**src/rtl/race_sequencer.sv**
```systemverilog
// Typing-race sequencer: IDLE -> COUNTDOWN -> RACE -> RESULT, with countdown, race timer and scorer gating.
// Optional pause support is built only when RACE_PAUSE_EN is defined.
module race_sequencer #(
    parameter int CLK_HZ      = 100_000_000,
    parameter int COUNTDOWN_S = 3
) (
    input  logic        clk,
    input  logic        rst,
    input  logic        start,
    input  logic        abort,
    input  logic        mode,
    input  logic [6:0]  value,
    input  logic        word_done,
    input  logic        pause,
    output logic [1:0]  state,
    output logic [1:0]  cd_sec,
    output logic        count_clr,
    output logic        count_en,
    output logic [14:0] timer,
    output logic [6:0]  words,
    output logic        finish
);

    // state        | meaning
    // ST_IDLE      | waiting for a start with non-zero length
    // ST_COUNTDOWN | pre-race countdown, cd_sec shows seconds left
    // ST_RACE      | scorer enabled, timer running, end conditions watched
    // ST_RESULT    | race over, timer/words frozen until start or abort

    typedef enum logic [1:0] {
        ST_IDLE      = 2'd0,
        ST_COUNTDOWN = 2'd1,
        ST_RACE      = 2'd2,
        ST_RESULT    = 2'd3
    } state_t;

    localparam int TICK_DIV = CLK_HZ / 10;
    localparam int PRE_W    = (TICK_DIV > 1) ? $clog2(TICK_DIV) : 1;
    localparam logic [PRE_W-1:0] PRE_LAST = PRE_W'(TICK_DIV - 1);
    localparam logic [14:0] TIMER_MAX = 15'h7fff;
    localparam logic [6:0]  WORDS_MAX = 7'h7f;

    state_t            state_q, state_n;
    logic [PRE_W-1:0]  pre_q, pre_n;
    logic [3:0]        sec_q, sec_n;
    logic [1:0]        cd_q, cd_n;
    logic              clr_q, clr_n;
    logic              en_q, en_n;
    logic [14:0]       timer_q, timer_n;
    logic [6:0]        words_q, words_n;
    logic              finish_q, finish_n;
    logic              mode_q, mode_n;
    logic [6:0]        value_q, value_n;

    logic              tick;
    logic              frozen;
    logic              done;
    logic [14:0]       timer_up;
    logic [6:0]        words_up;
    logic [14:0]       time_target;

`ifdef RACE_PAUSE_EN
    logic              paused_q, paused_n;
`else
    logic              unused_pause;
    assign unused_pause = pause;
`endif

    assign time_target = 15'(value_q) * 15'd10;
    assign tick        = (pre_q == PRE_LAST);

    always_comb begin
        state_n  = state_q;
        pre_n    = pre_q;
        sec_n    = sec_q;
        cd_n     = cd_q;
        clr_n    = 1'b0;
        en_n     = en_q;
        timer_n  = timer_q;
        words_n  = words_q;
        finish_n = 1'b0;
        mode_n   = mode_q;
        value_n  = value_q;
        frozen   = 1'b0;
        done     = 1'b0;
        timer_up = timer_q;
        words_up = words_q;
`ifdef RACE_PAUSE_EN
        paused_n = paused_q;
`endif

        case (state_q)
            ST_IDLE: begin
                if (start && value != 7'd0) begin
                    state_n = ST_COUNTDOWN;
                    mode_n  = mode;
                    value_n = value;
                    clr_n   = 1'b1;
                    timer_n = '0;
                    words_n = '0;
                    cd_n    = 2'(COUNTDOWN_S);
                    pre_n   = '0;
                    sec_n   = 4'd9;
                end
            end
            ST_COUNTDOWN: begin
                pre_n = tick ? '0 : pre_q + 1'b1;
                if (tick) begin
                    // sec_q is a down-counter of ticks; a second ends on its terminal count
                    if (sec_q == 4'd0) begin
                        sec_n = 4'd9;
                        if (cd_q <= 2'd1) begin
                            state_n = ST_RACE;
                            cd_n    = 2'd0;
                            en_n    = 1'b1;
                            pre_n   = '0;
                        end else begin
                            cd_n = cd_q - 2'd1;
                        end
                    end else begin
                        sec_n = sec_q - 4'd1;
                    end
                end
            end
            ST_RACE: begin
`ifdef RACE_PAUSE_EN
                if (pause) paused_n = !paused_q;
                frozen = paused_q;
`endif
                if (!frozen) begin
                    pre_n = tick ? '0 : pre_q + 1'b1;
                    if (tick && timer_q != TIMER_MAX) timer_up = timer_q + 15'd1;
                    if (word_done && words_q != WORDS_MAX) words_up = words_q + 7'd1;
                    timer_n = timer_up;
                    words_n = words_up;
                    // end test uses the post-update values so a same-cycle word still counts
                    done = (!mode_q && words_up == value_q) ||
                           (mode_q && timer_up == time_target) ||
                           (timer_up == TIMER_MAX);
                end
                en_n = 1'b1;
`ifdef RACE_PAUSE_EN
                en_n = !paused_n;
`endif
                if (done) begin
                    state_n  = ST_RESULT;
                    en_n     = 1'b0;
                    finish_n = 1'b1;
                end
            end
            ST_RESULT: begin
                if (start) state_n = ST_IDLE;
            end
            default: state_n = ST_IDLE;
        endcase

        if (abort) begin
            state_n  = ST_IDLE;
            cd_n     = 2'd0;
            clr_n    = 1'b0;
            en_n     = 1'b0;
            finish_n = 1'b0;
            timer_n  = timer_q;
            words_n  = words_q;
            mode_n   = mode_q;
            value_n  = value_q;
        end

`ifdef RACE_PAUSE_EN
        if (state_n != ST_RACE) paused_n = 1'b0;
`endif
    end

    always_ff @(posedge clk) begin
        if (rst) begin
            state_q  <= ST_IDLE;
            pre_q    <= '0;
            sec_q    <= '0;
            cd_q     <= '0;
            clr_q    <= 1'b0;
            en_q     <= 1'b0;
            timer_q  <= '0;
            words_q  <= '0;
            finish_q <= 1'b0;
            mode_q   <= 1'b0;
            value_q  <= '0;
        end else begin
            state_q  <= state_n;
            pre_q    <= pre_n;
            sec_q    <= sec_n;
            cd_q     <= cd_n;
            clr_q    <= clr_n;
            en_q     <= en_n;
            timer_q  <= timer_n;
            words_q  <= words_n;
            finish_q <= finish_n;
            mode_q   <= mode_n;
            value_q  <= value_n;
        end
    end

`ifdef RACE_PAUSE_EN
    always_ff @(posedge clk) begin
        if (rst) paused_q <= 1'b0;
        else     paused_q <= paused_n;
    end
`endif

    assign state     = state_q;
    assign cd_sec    = cd_q;
    assign count_clr = clr_q;
    assign count_en  = en_q;
    assign timer     = timer_q;
    assign words     = words_q;
    assign finish    = finish_q;

endmodule
```
**config.mk**
```make
export PLATFORM = sky130hd
export DESIGN_NAME = race_sequencer
export DESIGN_NICKNAME = d
export VERILOG_FILES = /design/src/rtl/race_sequencer.sv
export SDC_FILE = /design/constraint.sdc
export NUM_CORES = 1
export LEC_CHECK = 0
export CAP_MARGIN = 25
export CELL_PAD_IN_SITES_DETAIL_PLACEMENT = 0
export CELL_PAD_IN_SITES_GLOBAL_PLACEMENT = 2
export CORE_MARGIN = 5
export CORE_UTILIZATION = 34
export CTS_BUF_LIST = sky130_fd_sc_hd__clkbuf_16
export DETAILED_ROUTE_END_ITERATION = 10
export GPL_TIMING_DRIVEN = 0
export PLACE_DENSITY_LB_ADDON = 0.1
export SYNTH_ARGS = -nofsm -noshare
export SYNTH_HDL_FRONTEND = slang
export SYNTH_SLANG_ARGS = --single-unit
```
**constraint.sdc**
```tcl
create_clock -name clk -period 3.35 [get_ports clk]
set_input_delay 0.67 -clock clk [delete_from_list [all_inputs] [get_ports clk]]
set_output_delay 0.67 -clock clk [all_outputs]
set_load 0.05 [all_outputs]
```
# Word-level counts from Yosys, hierarchy flattened
# Index checks and enable logic that the tools add are counted.
# word_totals
ff_bits,65
in_bits,14
# classes
add_sub_neg,5
eq_ne,15
bitwise,3
reduce_logical,25
mux,38
order_cmp,1
mul,1
# ops
op,n
$mux W24,5
$pmux W24 S3,1
$mux W15,3
$pmux W15 S2,1
$add A24 B1 Y24 const B,1
$eq A24 B24 Y1 const B,1
$mux W7,3
$mux W2,10
$add A15 B1 Y15 const B,1
$eq A15 B11 Y1,1
$eq A15 B15 Y1 const B,1
$ne A15 B15 Y1 const B,1
$pmux W7 S2,1
$mux W4,3
$ne A2 B2 Y1 const B,6
$mul A7 B3 Y10 const B,1
$reduce_and A3 Y1,3
$pmux W2 S4,1
$pmux W4 S2,1
$reduce_and A4 Y1,2
$add A7 B1 Y7 const B,1
$eq A7 B7 Y1,1
$mux W1,7
$ne A7 B7 Y1 const B,1
other kinds (20),31

# Longest topological paths before layout
# Gate-level depths: netlist of run 1.
# logic_depth
ltp_word,11
depth_mapped,13

# Least setup slack after synthesis of run 1
# No wires, ideal clock.
# synth_timing
path_kind,register to register
start,register timer_q[1] (netlist: timer[1])
end,register state_q[1] (netlist: state[1])
n_path_buf,2
path_stages_with_launch,13
setup_slack_ns,0.054
arrival_time_ns,3.224
setup_time_ns,0.072
cell_sequence,dfxtp_1 > ha_1 > clkbuf_1 > nand3_1 > nor3_1 > and2_1 > buf_2 > nor2_2 > a32o_1 > o2111ai_1 > o41ai_2 > o31ai_1 > mux2i_1
# synth_via
elab_chain_len,11
word_cells_on_any_way,13
cone_classes,add/sub (1); eq/ne (4); mux (3); reduce/logical (5)
# synth_rtl
element,line,text
from (decl),49,"logic [14:0] timer_q, timer_n;"
from (signal assigned),194,timer_q <= timer_n;
branches (longest 2 deep; another with $add A15 B1 Y15),-,
$mux W15 *,132,if (tick && timer_q != TIMER_MAX) timer_up = timer_q + 15'd1;
$mux W15 *,92,case (state_q)
$eq A15 B11 Y1,138,(mode_q && timer_up == time_target) ||
$logic_and A1 B1 Y1,138,
$logic_or A1 B1 Y1,137,done = (!mode_q && words_up == value_q) ||
$logic_or A1 B1 Y1 *,138,
$mux W1 *,92,
$ne A2 B2 Y1 (no line) *,-,
$reduce_and A6 Y1 (no line) *,-,
to (signal assigned),188,state_q <= state_n;
to (decl),43,"state_t state_q, state_n;"
# Every way passes the cells marked *. The select of a mux whose other input is x is not followed.
# A chain may end at the register's enable or synchronous reset.

# Worst setup path after layout of run 1
# layout_timing
start,register pre_q[21]
end,register en_q (netlist: count_en)
# layout_via
elab_chain_len,11
word_cells_on_any_way,14
cone_classes,eq/ne (4); mux (5); reduce/logical (5)
# layout_rtl
element,line,text
from (decl),44,"logic [PRE_W-1:0] pre_q, pre_n;"
from (signal assigned),189,pre_q <= pre_n;
$eq A24 B24 Y1 *,70,assign tick = (pre_q == PRE_LAST);
$logic_and A1 B1 Y1,132,
$mux W15,132,
$mux W15,92,
$eq A15 B11 Y1,138,
$logic_and A1 B1 Y1,138,
$logic_or A1 B1 Y1,137,
$logic_or A1 B1 Y1,138,
$mux W1,92,
$mux W1,145,if (done) begin
$pmux W1 S2,92,
to (signal assigned),193,en_q <= en_n;
to (decl),48,"logic en_q, en_n;"
# Mark *: on every way between the ends. The rest lies on a longest branch, timed or not. The select of a mux whose other input is x is not followed.

==> reports/qor.json, run 1 <==
{
  "synth.net_count": {"value": 578},
  "grt_overflow": {"value": 0},
  "placement.cell_area": {"value": 4970, "unit": "um2"},
  "synth_sequential_area_ratio": {"value": 30.0, "unit": "%"},
  "achievable-frequency": {"value": 305, "unit": "MHz"},
  "reg2reg_from": {"value": "pre_q[21]"},
  "number_of_antenna_cells_inserted": {"value": 0},
  "max_slew_margin": {"value": 31.2, "unit": "%"},
  "fin_crit": {"value": 3.28, "unit": "ns"},
  "detail_route.vias_per_cell": {"value": 5.37},
  "synth-edff-count": {"value": 0},
  "ys_types": {"value": 68},
  "io_buffers": {"value": 41},
  "grt_antenna_before_repair": {"value": 0},
  "num_rows": {"value": 41},
  "p_leak": {"value": 1.98, "unit": "nW"},
  "grt_max_degree": {"value": 13},
  "mappedNetlistArea": {"value": 4330, "unit": "um2"},
  "die_h": {"value": 123, "unit": "um"},
  "first_pass_iters": {"value": 4},
  "grt_pass1_wl": {"value": 21900, "unit": "um"},
  "routed-via-count": {"value": 4151},
  "tritoncts.num_buffers": {"value": 9},
  "floorplan.die.width": {"value": 123, "unit": "um"},
  "fin_nets": {"value": 631},
  "clock_tree.htree_level_count": {"value": 3},
  "worst_pin_slew": {"value": 1.03, "unit": "ns"},
  "post_synth_inst_count": {"value": 543},
  "rr_endpoint": {"value": "count_en"},
  "clk_pin_slew_worst_paths": {"value": 0.06, "unit": "ns"},
  "global_route.usage.total": {"value": 18.8, "unit": "%"},
  "worstPathArrival": {"value": 3.51, "unit": "ns"},
  "clock_insertion_delay_worst_skew": {"value": 0.34, "unit": "ns"},
  "layout_commonest_cell": {"value": "sky130_fd_sc_hd__nor2_1"},
  "critPathCapture": {"value": "count_en"},
  "rr_worst_depth": {"value": 10},
  "critPathLaunchType": {"value": "flip-flop"},
  "number_of_nets_still_failing_antenna_checks_after_routing": {"value": 0},
  "syn_avg_cell_area": {"value": 7.98, "unit": "um2"},
  "setup.worst_path.class": {"value": "reg2reg"},
  "layout-drive-gt1-share": {"value": 10.8, "unit": "%"},
  "clock_tree_from_tritoncts": {"value": "built"},
  "total_number_of_yosys_warnings": {"value": 0},
  "setup_viol": {"value": 0},
  "pin_count": {"value": 43},
  "globalplace.congestion": {"value": 0.880},
  "finalMaxSlewViolations": {"value": 0},
  "flow.area_growth_from_synthesis": {"value": 25.3, "unit": "%"},
  "finalHoldViolations": {"value": 0},
  "mostFrequentLayoutCells": {"value": "sky130_fd_sc_hd__nor2_1, sky130_fd_sc_hd__dfxtp_1, sky130_fd_sc_hd__clkdlybuf4s50_1"},
  "route.detailed.drc": {"value": 0},
  "ys_seq_elements": {"value": 65},
  "grt_setup_unrepaired": {"value": "yes"},
  "detail_route.wl_per_cell": {"value": 17.6, "unit": "um"},
  "final_core_util": {"value": 43.2, "unit": "%"},
  "ys_async_sr_fraction": {"value": 0, "unit": "%"},
  "power-per-cell-area": {"value": 366, "unit": "nW/um2"},
  "run_status": {"value": "completed"},
  "max-clock-path-buffers": {"value": 2},
  "floorplan.initialDensity": {"value": 34.5, "unit": "%"},
  "hpwlAfterDp": {"value": 10100, "unit": "um"},
  "worst_setup_path_end_kind": {"value": "flip-flop"},
  "r2r_slack": {"value": 0.07, "unit": "ns"},
  "final_min_period_over_clock_period": {"value": 97.9, "unit": "%"},
  "clkSinkCount": {"value": 65},
  "fin_area": {"value": 5430, "unit": "um2"},
  "cp_data_required_time": {"value": 3.58, "unit": "ns"},
  "holdBufCountCts": {"value": 0},
  "timing.critical_path.fanout_max": {"value": 10},
  "hp-class": {"value": "reg2reg"},
  "cell_chosen_for_the_clock_root": {"value": "sky130_fd_sc_hd__clkbuf_16"},
  "area_of_the_die": {"value": 15100, "unit": "um2"},
  "maxCapViolCount": {"value": 0},
  "grt_pass1_vias": {"value": 4016},
  "worst_ir_drop_vdd": {"value": 0.232, "unit": "mV"},
  "synth-main-ff-cell": {"value": "sky130_fd_sc_hd__dfxtp_1"},
  "timing.clock.skew": {"value": 0.00697, "unit": "ns"},
  "drt_iter0_drcs": {"value": 257},
  "wirelength": {"value": 13600, "unit": "um"},
  "launch_point_of_the_critical_path": {"value": "pre_q[21]"},
  "floorplan.core_area": {"value": 12600, "unit": "um2"}
}
through the flow:
| stage | instances | TNS, ns | hold WS (ns) | power [mW] | setup WS [ns] |
|---|---|---|---|---|---|
| after CTS | 772 | 0 | 0.472 | 2.02 | 0.0167 |
| after detailed placement | 757 | -9.34 | 0.459 | 1.04 | -0.463 |
| final | 773 | 0 | 0.472 | 1.99 | 0.0712 |
| after global routing | 773 | -0.0180 | 0.509 | 2.07 | -0.0180 |
| after floorplan | 543 | 0 | 0.435 | 0.967 | 0.0539 |
| after global placement | 756 | -40.39 | 0.456 | 1.04 | -0.963 |
timing repair:
item / in CTS / in global routing
pin swaps: 0 / 6
gates resized for setup: 11 / 33
buffers inserted: 0 / 2
cloned: 0 / 0
endpoints found under the setup margin: 6 / 35
worst min path at each step:
stage | start | endpoint | slack [ns] | cells past startpoint
final | sec_q[0] | sec_q[0] | 0.47 | 1
after global routing | sec_q[3] | sec_q[3] | 0.51 | 1
after CTS | sec_q[0] | sec_q[0] | 0.47 | 1
after detailed placement | sec_q[0] | sec_q[0] | 0.46 | 1
after global placement | sec_q[0] | sec_q[0] | 0.46 | 1
after floorplan | sec_q[0] | sec_q[0] | 0.44 | 1
where the power goes:
part           internal, mW  leakage [nW]  switching, mW
logic                0.0928          1.31          0.142
registers             0.788         0.529         0.0162
clock network         0.575         0.143          0.371
total                  1.46          1.98          0.530
area by class of cell:
cell class | count | area [um2]
Fill cell | 1291 | 7140
Multi-Input combinational cell | 436 | 3010
Sequential cell | 65 | 1310
Timing Repair Buffer | 44 | 430
Clock buffer | 9 | 225
Tap cell | 172 | 215
Buffer | 24 | 106
Clock inverter | 7 | 71.3
Inverter | 16 | 60.1
metal layers:
layer  vias to the layer above  share of wire, %  global-route usage, %
met3                        14               5.4                   3.29
met5                         -                 0                      0
met2                        90                44                   28.3
met4                         0               1.8                   7.49
li1                       2078                 -                      -
met1                      1969                49                   26.8
kinds of logic after synthesis:
family	share of synthesized area (%)
simple gates	27.9
flops	30.0
buf+inv	3.84
mux	3.29
fa+ha+maj	6.24
xor+xnor	10.6
compound gates	18.1
critical path, cell delays in order, from the launching register on:
cell and delay (ns):
sky130_fd_sc_hd__dfxtp_1 0.35, sky130_fd_sc_hd__nand4bb_1 0.22, sky130_fd_sc_hd__or4_4 0.44, sky130_fd_sc_hd__or2_4 0.29
sky130_fd_sc_hd__buf_6 0.15, sky130_fd_sc_hd__or4_4 0.51, sky130_fd_sc_hd__xnor2_2 0.22, sky130_fd_sc_hd__o21ai_1 0.14
sky130_fd_sc_hd__o41ai_4 0.44, sky130_fd_sc_hd__o21ai_1 0.17, sky130_fd_sc_hd__o211a_1 0.24
registers in the layout (all words and copies together) (netlist names):
register	flops
words	7
count_en	1
finish	1
mode_q	1
pre_q	24
timer	15
sec_q	4
value_q	7
state	2
count_clr	1
cd_sec	2
cells in the mapped netlist (5+ instances only):
library cell | number | area, um2
sky130_fd_sc_hd__inv_1 | 16 | 60.1
sky130_fd_sc_hd__and3_1 | 13 | 81.3
sky130_fd_sc_hd__a311oi_1 | 6 | 52.6
sky130_fd_sc_hd__nand3_1 | 25 | 125
sky130_fd_sc_hd__a22oi_1 | 6 | 45.0
sky130_fd_sc_hd__nand4_1 | 12 | 75.1
sky130_fd_sc_hd__a211oi_1 | 6 | 45.0
sky130_fd_sc_hd__nor2b_1 | 5 | 31.3
sky130_fd_sc_hd__o31ai_1 | 5 | 37.5
sky130_fd_sc_hd__nor2_1 | 73 | 274
sky130_fd_sc_hd__xor2_1 | 27 | 236
sky130_fd_sc_hd__clkbuf_1 | 22 | 82.6
sky130_fd_sc_hd__xnor2_1 | 21 | 184
sky130_fd_sc_hd__nand3b_1 | 5 | 37.5
sky130_fd_sc_hd__nand2b_1 | 6 | 37.5
sky130_fd_sc_hd__mux2i_1 | 12 | 120
sky130_fd_sc_hd__o21ai_0 | 25 | 125
sky130_fd_sc_hd__ha_1 | 20 | 250
sky130_fd_sc_hd__or3_1 | 5 | 31.3
sky130_fd_sc_hd__and4_1 | 5 | 43.8
sky130_fd_sc_hd__nor3_1 | 13 | 65.1
sky130_fd_sc_hd__dfxtp_1 | 65 | 1300
sky130_fd_sc_hd__a21oi_1 | 37 | 185
sky130_fd_sc_hd__nand2_1 | 40 | 150
No activity file was read; power rests on OpenSTA's default activity.
==> run 2, diff against run 1 <==
==> config.mk (replaced) <==
export PLATFORM = sky130hd
export DESIGN_NAME = race_sequencer
export DESIGN_NICKNAME = d
export VERILOG_FILES = /design/src/rtl/race_sequencer.sv
export SDC_FILE = /design/constraint.sdc
export NUM_CORES = 1
export LEC_CHECK = 0
export CAP_MARGIN = 25
export CELL_PAD_IN_SITES_DETAIL_PLACEMENT = 1
export CELL_PAD_IN_SITES_GLOBAL_PLACEMENT = 1
export CORE_MARGIN = 5
export CORE_UTILIZATION = 30
export CTS_BUF_LIST = sky130_fd_sc_hd__clkbuf_16
export DETAILED_ROUTE_END_ITERATION = 10
export GPL_TIMING_DRIVEN = 0
export PLACE_DENSITY_LB_ADDON = 0.1
export SLEW_MARGIN = 20
export SYNTH_ARGS = -nofsm -noshare
export SYNTH_HDL_FRONTEND = slang
export SYNTH_SLANG_ARGS = --single-unit
==> run 2 against run 1 <==
  * Count of clock-buffer cells in the layout unchanged
  * Clock skew about the same
  * Maximum frequency is 1.2% higher
  * Clock power rose by 9%
  * First-iteration DRC count shrank 29%
  * Sequential share of layout area fell by 0.41 points
  * Register-to-register slack better by 0.04 ns
  * Power is 4.9% higher
  * Design area rose by 1.8%
==> reports/qor.json, run 2 (synthesis results as in run 1) <==
{
  "share_comb_of_total_power": {"value": 11.7, "unit": "%"},
  "area_of_the_die": {"value": 16900, "unit": "um2"},
  "maxUsedRoutingLayer": {"value": "met4"},
  "worstPathArrival": {"value": 3.48, "unit": "ns"},
  "max_slew_margin": {"value": 51.6, "unit": "%"},
  "power-per-cell-area": {"value": 377, "unit": "nW/um2"},
  "flow.area_growth_from_synthesis": {"value": 27.6, "unit": "%"},
  "max_reg_flops": {"value": 24},
  "hold_depth": {"value": 1},
  "final_min_period_over_clock_period": {"value": 96.7, "unit": "%"},
  "power_frac_seq": {"value": 38.7, "unit": "%"},
  "grt_antenna_before_repair": {"value": 0},
  "layout_commonest_cell": {"value": "sky130_fd_sc_hd__nor2_1"},
  "worst_path_largest_cell_delay": {"value": 0.49, "unit": "ns"},
  "detail_route.vias_per_cell": {"value": 5.46},
  "finalHoldViolations": {"value": 0},
  "mostFrequentLayoutCells": {"value": "sky130_fd_sc_hd__nor2_1, sky130_fd_sc_hd__dfxtp_1, sky130_fd_sc_hd__clkdlybuf4s50_1"},
  "fin_nets": {"value": 630},
  "setup.worst_path.class": {"value": "reg2reg"},
  "floorplan.core_area": {"value": 14400, "unit": "um2"},
  "top_register": {"value": "pre_q"},
  "grt_setup_unrepaired": {"value": "no"},
  "clkSinkCount": {"value": 65},
  "internal_power": {"value": 1.54, "unit": "mW"},
  "route.detailed.drc": {"value": 0},
  "die_h": {"value": 130, "unit": "um"},
  "number_of_nets_still_failing_antenna_checks_after_routing": {"value": 0},
  "sum_of_met3_wire_segment_lengths_after_detailed_routing": {"value": 588, "unit": "um"},
  "worst_pin_slew": {"value": 0.725, "unit": "ns"},
  "tritoncts.num_buffers": {"value": 9},
  "switching_power_as_a_share_of_total_power": {"value": 26.2, "unit": "%"},
  "met2_length": {"value": 6920, "unit": "um"},
  "clock_insertion_delay_worst_skew": {"value": 0.35, "unit": "ns"},
  "globalplace.congestion": {"value": 0.874},
  "hpwlAfterDp": {"value": 11100, "unit": "um"},
  "finish.cell_count_without_fillers": {"value": 784},
  "routed-via-count": {"value": 4282},
  "setup_viol": {"value": 0},
  "floorplan.die.width": {"value": 130, "unit": "um"},
  "timing.clock.skew": {"value": 0.00697, "unit": "ns"},
  "drt_iter0_drcs": {"value": 182},
  "fin_crit": {"value": 3.24, "unit": "ns"},
  "maxCapViolCount": {"value": 0},
  "placed_cells": {"value": 769},
  "max-clock-path-buffers": {"value": 2},
  "wirelength": {"value": 14900, "unit": "um"},
  "first_pass_iters": {"value": 4},
  "cell_chosen_for_the_clock_root": {"value": "sky130_fd_sc_hd__clkbuf_16"},
  "power_switching": {"value": 0.546, "unit": "mW"},
  "worst_setup_path_end_kind": {"value": "flip-flop"},
  "run_status": {"value": "completed"},
  "grt_pass1_wl": {"value": 24200, "unit": "um"},
  "io_buffers": {"value": 41},
  "share_clk_of_total_power": {"value": 49.5, "unit": "%"},
  "cp_data_required_time": {"value": 3.59, "unit": "ns"},
  "num_rows": {"value": 44},
  "finalMaxSlewViolations": {"value": 0},
  "detail_route.wirelength.met1": {"value": 7080, "unit": "um"},
  "clock_tree.htree_level_count": {"value": 3},
  "grt_overflow": {"value": 0},
  "tns": {"value": 0, "unit": "ns"},
  "detail_route.wl_per_cell": {"value": 19.0, "unit": "um"},
  "clock_tree_from_tritoncts": {"value": "built"},
  "grt_max_degree": {"value": 13},
  "timing.critical_path.fanout_max": {"value": 10},
  "global_route.usage.total": {"value": 18.5, "unit": "%"},
  "number_of_antenna_cells_inserted": {"value": 0},
  "cp_cell_sequence": {"value": "nand4bb_1 -> or4_4 -> or2_4 -> buf_6 -> nor4b_4 -> xor2_1 -> nand4_1 -> o41ai_4 -> o21ai_2 -> o211a_1"},
  "worst_ir_drop_vdd": {"value": 0.213, "unit": "mV"},
  "critPathLaunchType": {"value": "flip-flop"},
  "fin_area": {"value": 5530, "unit": "um2"},
  "hp-class": {"value": "reg2reg"},
  "holdBufCountCts": {"value": 0},
  "layout-drive-gt1-share": {"value": 12.7, "unit": "%"},
  "grt_pass1_vias": {"value": 4463},
  "achievable-frequency": {"value": 309, "unit": "MHz"},
  "floorplan.initialDensity": {"value": 30.2, "unit": "%"},
  "clk_pin_slew_worst_paths": {"value": 0.06, "unit": "ns"},
  "pin_count": {"value": 43},
  "slowest_stage": {"value": "sky130_fd_sc_hd__o41ai_4"},
  "rr_worst_depth": {"value": 10},
  "placement.cell_area": {"value": 4990, "unit": "um2"},
  "p_leak": {"value": 2.02, "unit": "nW"}
}
-- run 2: changes by cell type in the layout (fill, tap and decap cells not counted), sizes merged --
cell      previous run  this run
bufinv               1         2
clkbuf              30        29
clkinv               2         1
clkinvlp             2         1
inv                 18        19
-- run 2: final cells by class --
| cell class | count | area, um2 |
|---|---|---|
| Tap cell | 184 | 230 |
| Buffer | 21 | 96.3 |
| Clock inverter | 7 | 93.8 |
| Clock buffer | 9 | 225 |
| Inverter | 16 | 60.1 |
| Sequential cell | 65 | 1310 |
| Fill cell | 1686 | 8840 |
| Timing Repair Buffer | 46 | 448 |
| Multi-Input combinational cell | 436 | 3070 |
-- run 2: path summary, 6_finish.rpt --
path | slack (ns) | start | to
max | 0.11 | pre_q[21] | count_en
min | 0.47 | sec_q[0] | sec_q[0]
max reg2reg | 0.11 | pre_q[21] | count_en
min reg2reg | 0.47 | sec_q[0] | sec_q[0]
-- run 2: critical path: cells and delay by family, from the launching register on --
family,cells,cell delay [ns]
AND/OR/NAND/NOR,5,1.47
AO/OA/AOI/OAI,3,0.84
flip-flops,1,0.35
XOR/XNOR,1,0.31
buffers and inverters,1,0.16
-- run 2: routing by layer --
metal | global-route usage, % | vias up
met4 | 7.27 | 0
met5 | 0 | -
li1 | - | 2072
met3 | 3.72 | 25
met1 | 24.7 | 2111
met2 | 29.3 | 74
-- run 2: timing repair --
item,4_1_cts,5_1_grt
pin swaps,0,7
setup buffers,0,3
resized for setup,21,35
endpoints found under the setup margin,58,13
-- run 2: power groups by stage --
stage / registers (mW) / clock network, mW / logic (mW)
global placement: 0.823 / 0 / 0.220
global route: 0.809 / 1.10 / 0.271
floorplan: 0.830 / 0 / 0.137
finish: 0.807 / 1.03 / 0.244
CTS: 0.807 / 1.07 / 0.238
detailed placement: 0.823 / 0 / 0.226
-- run 2: per-stage QoR --
stage | hold slack (ns) | total power [mW] | worst slack [ns] | utilization [%]
after global routing | 0.479 | 2.18 | 0.00716 | 38.5
after floorplan | 0.435 | 0.967 | 0.0539 | -
after CTS | 0.475 | 2.11 | 0.0185 | 37.5
after detailed placement | 0.459 | 1.05 | -0.921 | 34.7
final | 0.475 | 2.08 | 0.111 | 38.5
after global placement | 0.460 | 1.04 | -0.750 | 34.6
==> run 3, diff against run 2 <==
--- a/config.mk
+++ b/config.mk
@@ -6,14 +6,12 @@
 export NUM_CORES = 1
 export LEC_CHECK = 0
 export CAP_MARGIN = 25
-export CELL_PAD_IN_SITES_DETAIL_PLACEMENT = 1
-export CELL_PAD_IN_SITES_GLOBAL_PLACEMENT = 1
 export CORE_MARGIN = 5
 export CORE_UTILIZATION = 30
 export CTS_BUF_LIST = sky130_fd_sc_hd__clkbuf_16
+export CTS_CLUSTER_DIAMETER = 120
 export DETAILED_ROUTE_END_ITERATION = 10
 export GPL_TIMING_DRIVEN = 0
-export PLACE_DENSITY_LB_ADDON = 0.1
 export SLEW_MARGIN = 20
 export SYNTH_ARGS = -nofsm -noshare
 export SYNTH_HDL_FRONTEND = slang
==> run 3 against run 2 <==
  * Flip-flop and latch count unchanged
  * Power decreased by 7.8%
  * Register-to-register slack improved by 0.03 ns
  * Via count decreased by 1.4%
  * Critical path depth unchanged
  * Wire length decreased by 13%
  * Maximum frequency increased by 0.96%
  * Worst setup slack improved by 0.031 ns
  * Die area unchanged
  * Critical endpoint unchanged
==> reports/qor.json, run 3 (synthesis results as in run 1) <==
{
  "worst_ir_drop_vdd": {"value": 0.270, "unit": "mV"},
  "rr_worst_depth": {"value": 10},
  "clock_insertion_delay_worst_skew": {"value": 0.34, "unit": "ns"},
  "die_h": {"value": 130, "unit": "um"},
  "filler_cells": {"value": 1468},
  "clkSinkCount": {"value": 65},
  "post-place-ws": {"value": -0.731, "unit": "ns"},
  "cp_data_required_time": {"value": 3.58, "unit": "ns"},
  "tritoncts.num_buffers": {"value": 9},
  "timing.critical_path.fanout_max": {"value": 10},
  "detail_route.wirelength.met1": {"value": 5780, "unit": "um"},
  "achievable-frequency": {"value": 312, "unit": "MHz"},
  "placed_cells": {"value": 768},
  "holdBufCountCts": {"value": 0},
  "layout_commonest_cell": {"value": "sky130_fd_sc_hd__nor2_1"},
  "floorplan.initialDensity": {"value": 30.2, "unit": "%"},
  "hold_depth": {"value": 1},
  "met2_length": {"value": 5960, "unit": "um"},
  "setup_viol": {"value": 0},
  "multiInputGateArea": {"value": 3020, "unit": "um2"},
  "grt_max_degree": {"value": 11},
  "share_clk_of_total_power": {"value": 46.0, "unit": "%"},
  "drt_iter0_drcs": {"value": 271},
  "wirelength": {"value": 13000, "unit": "um"},
  "route.detailed.drc": {"value": 0},
  "final_min_period_over_clock_period": {"value": 95.8, "unit": "%"},
  "floorplan.core_area": {"value": 14400, "unit": "um2"},
  "max_slew_margin": {"value": 36.8, "unit": "%"},
  "global_route.usage.total": {"value": 15.7, "unit": "%"},
  "grt_antenna_before_repair": {"value": 0},
  "grt_pass1_wl": {"value": 21000, "unit": "um"},
  "layout-drive-gt1-share": {"value": 9.72, "unit": "%"},
  "number_of_antenna_cells_inserted": {"value": 0},
  "power_switching": {"value": 0.482, "unit": "mW"},
  "finalHoldViolations": {"value": 0},
  "power_frac_seq": {"value": 42.1, "unit": "%"},
  "final_core_util": {"value": 37.7, "unit": "%"},
  "critPathLaunchType": {"value": "flip-flop"},
  "grt_pass1_vias": {"value": 4103},
  "fin_nets": {"value": 629},
  "routed-via-count": {"value": 4220},
  "p_leak": {"value": 1.93, "unit": "nW"},
  "pin_count": {"value": 43},
  "share_comb_of_total_power": {"value": 11.9, "unit": "%"},
  "max_reg_flops": {"value": 24},
  "io_buffers": {"value": 41},
  "reg2reg_from": {"value": "pre_q[9]"},
  "grt_setup_unrepaired": {"value": "yes"},
  "layout.area.seq": {"value": 1310, "unit": "um2"},
  "timing.clock.skew": {"value": 0.00724, "unit": "ns"},
  "clk_pin_slew_worst_paths": {"value": 0.05, "unit": "ns"},
  "maxUsedRoutingLayer": {"value": "met4"},
  "worst_pin_slew": {"value": 0.941, "unit": "ns"},
  "crit_path_setup_slack_layout": {"value": 0.142, "unit": "ns"},
  "maxCapViolCount": {"value": 0},
  "floorplan.die.width": {"value": 130, "unit": "um"},
  "run_status": {"value": "completed"},
  "launch_point_of_the_critical_path": {"value": "pre_q[9]"},
  "first_pass_iters": {"value": 5},
  "hp-class": {"value": "reg2reg"},
  "num_rows": {"value": 44},
  "setup.worst_path.class": {"value": "reg2reg"},
  "mostFrequentLayoutCells": {"value": "sky130_fd_sc_hd__nor2_1, sky130_fd_sc_hd__dfxtp_1, sky130_fd_sc_hd__clkdlybuf4s50_1"},
  "fin_crit": {"value": 3.21, "unit": "ns"},
  "internal_power": {"value": 1.44, "unit": "mW"},
  "flow.area_growth_from_synthesis": {"value": 24.9, "unit": "%"},
  "worst_setup_path_end_kind": {"value": "flip-flop"},
  "min_delay_startpoint": {"value": "sec_q[0]"},
  "clock_tree_from_tritoncts": {"value": "built"},
  "worstPathArrival": {"value": 3.44, "unit": "ns"},
  "hpwlAfterDp": {"value": 9780, "unit": "um"},
  "cell_chosen_for_the_clock_root": {"value": "sky130_fd_sc_hd__clkbuf_16"},
  "grt_overflow": {"value": 0},
  "sum_of_met3_wire_segment_lengths_after_detailed_routing": {"value": 878, "unit": "um"},
  "top_register": {"value": "pre_q"},
  "number_of_nets_still_failing_antenna_checks_after_routing": {"value": 0},
  "area_of_the_die": {"value": 16900, "unit": "um2"},
  "finish.cell_count_without_fillers": {"value": 781},
  "detail_route.vias_per_cell": {"value": 5.40},
  "switching_power_as_a_share_of_total_power": {"value": 25.1, "unit": "%"},
  "finalMaxSlewViolations": {"value": 0},
  "detail_route.wl_per_cell": {"value": 16.6, "unit": "um"},
  "max-clock-path-buffers": {"value": 2},
  "clock_tree.htree_level_count": {"value": 3},
  "globalplace.congestion": {"value": 0.957},
  "power-per-cell-area": {"value": 355, "unit": "nW/um2"}
}
run 3: cell count changes in the layout (fill, tap and decap cells not counted), moves of 2 or more:
cell / change
sky130_fd_sc_hd__nor4b_4: -2
sky130_fd_sc_hd__clkbuf_1: +4
sky130_fd_sc_hd__nor4_1: +2
sky130_fd_sc_hd__clkbuf_4: -2
sky130_fd_sc_hd__clkinv_1: +3
sky130_fd_sc_hd__inv_6: -2
sky130_fd_sc_hd__xnor2_1: +3
sky130_fd_sc_hd__nor4_2: -2
sky130_fd_sc_hd__xnor2_2: -4
sky130_fd_sc_hd__nor4b_2: +2
sky130_fd_sc_hd__buf_4: -3
sky130_fd_sc_hd__clkbuf_2: -2
run 3: timing repair:
action	in CTS	in global routing
setup buffers	0	1
pin swaps	1	3
gates resized for setup	10	33
endpoints found under the setup margin	44	20
run 3: path summary, 6_finish.rpt:
check                  end  slack (ns)
setup / recovery  count_en        0.14
hold / removal    sec_q[0]        0.47
setup reg to reg  count_en        0.14
hold reg to reg   sec_q[0]        0.47
run 3: metrics by stage:
step,total power [mW],area (um2),hold slack [ns],setup TNS (ns)
detailed placement,1.04,4980,0.465,-23.51
finish,1.92,5410,0.472,0
CTS,1.94,5290,0.476,0
global route,1.99,5410,0.507,-0.00118
floorplan,0.967,4330,0.435,0
global placement,1.03,4970,0.458,-19.35
run 3: final cells by class:
cell class,instances,share of cell area [%]
timing repair buffer,42,7.72
buffer,24,1.90
clock buffer,9,4.16
multi-input combinational,436,55.7
clock inverter,5,0.901
tap,184,4.25
sequential,65,24.2
inverter,16,1.11
run 3: power groups by stage:
stage | combinational (mW) | sequential (mW) | clock, mW
after floorplan | 0.137 | 0.830 | 0
after global placement | 0.213 | 0.822 | 0
after detailed placement | 0.217 | 0.822 | 0
after CTS | 0.223 | 0.806 | 0.913
after global routing | 0.253 | 0.809 | 0.932
final | 0.229 | 0.808 | 0.884
run 3: layer usage:
metal	GRT usage (%)	vias up
li1	-	2070
met1	19.7	1990
met2	26.0	134
met3	3.64	26
met4	6.66	0
met5	0	-
run 3: critical path, stage by stage (launching register included):
cell	delay, ns
sky130_fd_sc_hd__dfxtp_1	0.37
sky130_fd_sc_hd__nand2_1	0.12
sky130_fd_sc_hd__or4_4	0.51
sky130_fd_sc_hd__or2_4	0.29
sky130_fd_sc_hd__buf_6	0.15
sky130_fd_sc_hd__or4_4	0.53
sky130_fd_sc_hd__xnor2_4	0.21
sky130_fd_sc_hd__o21ai_2	0.11
sky130_fd_sc_hd__o41ai_4	0.43
sky130_fd_sc_hd__o21ai_2	0.14
sky130_fd_sc_hd__o211a_1	0.24
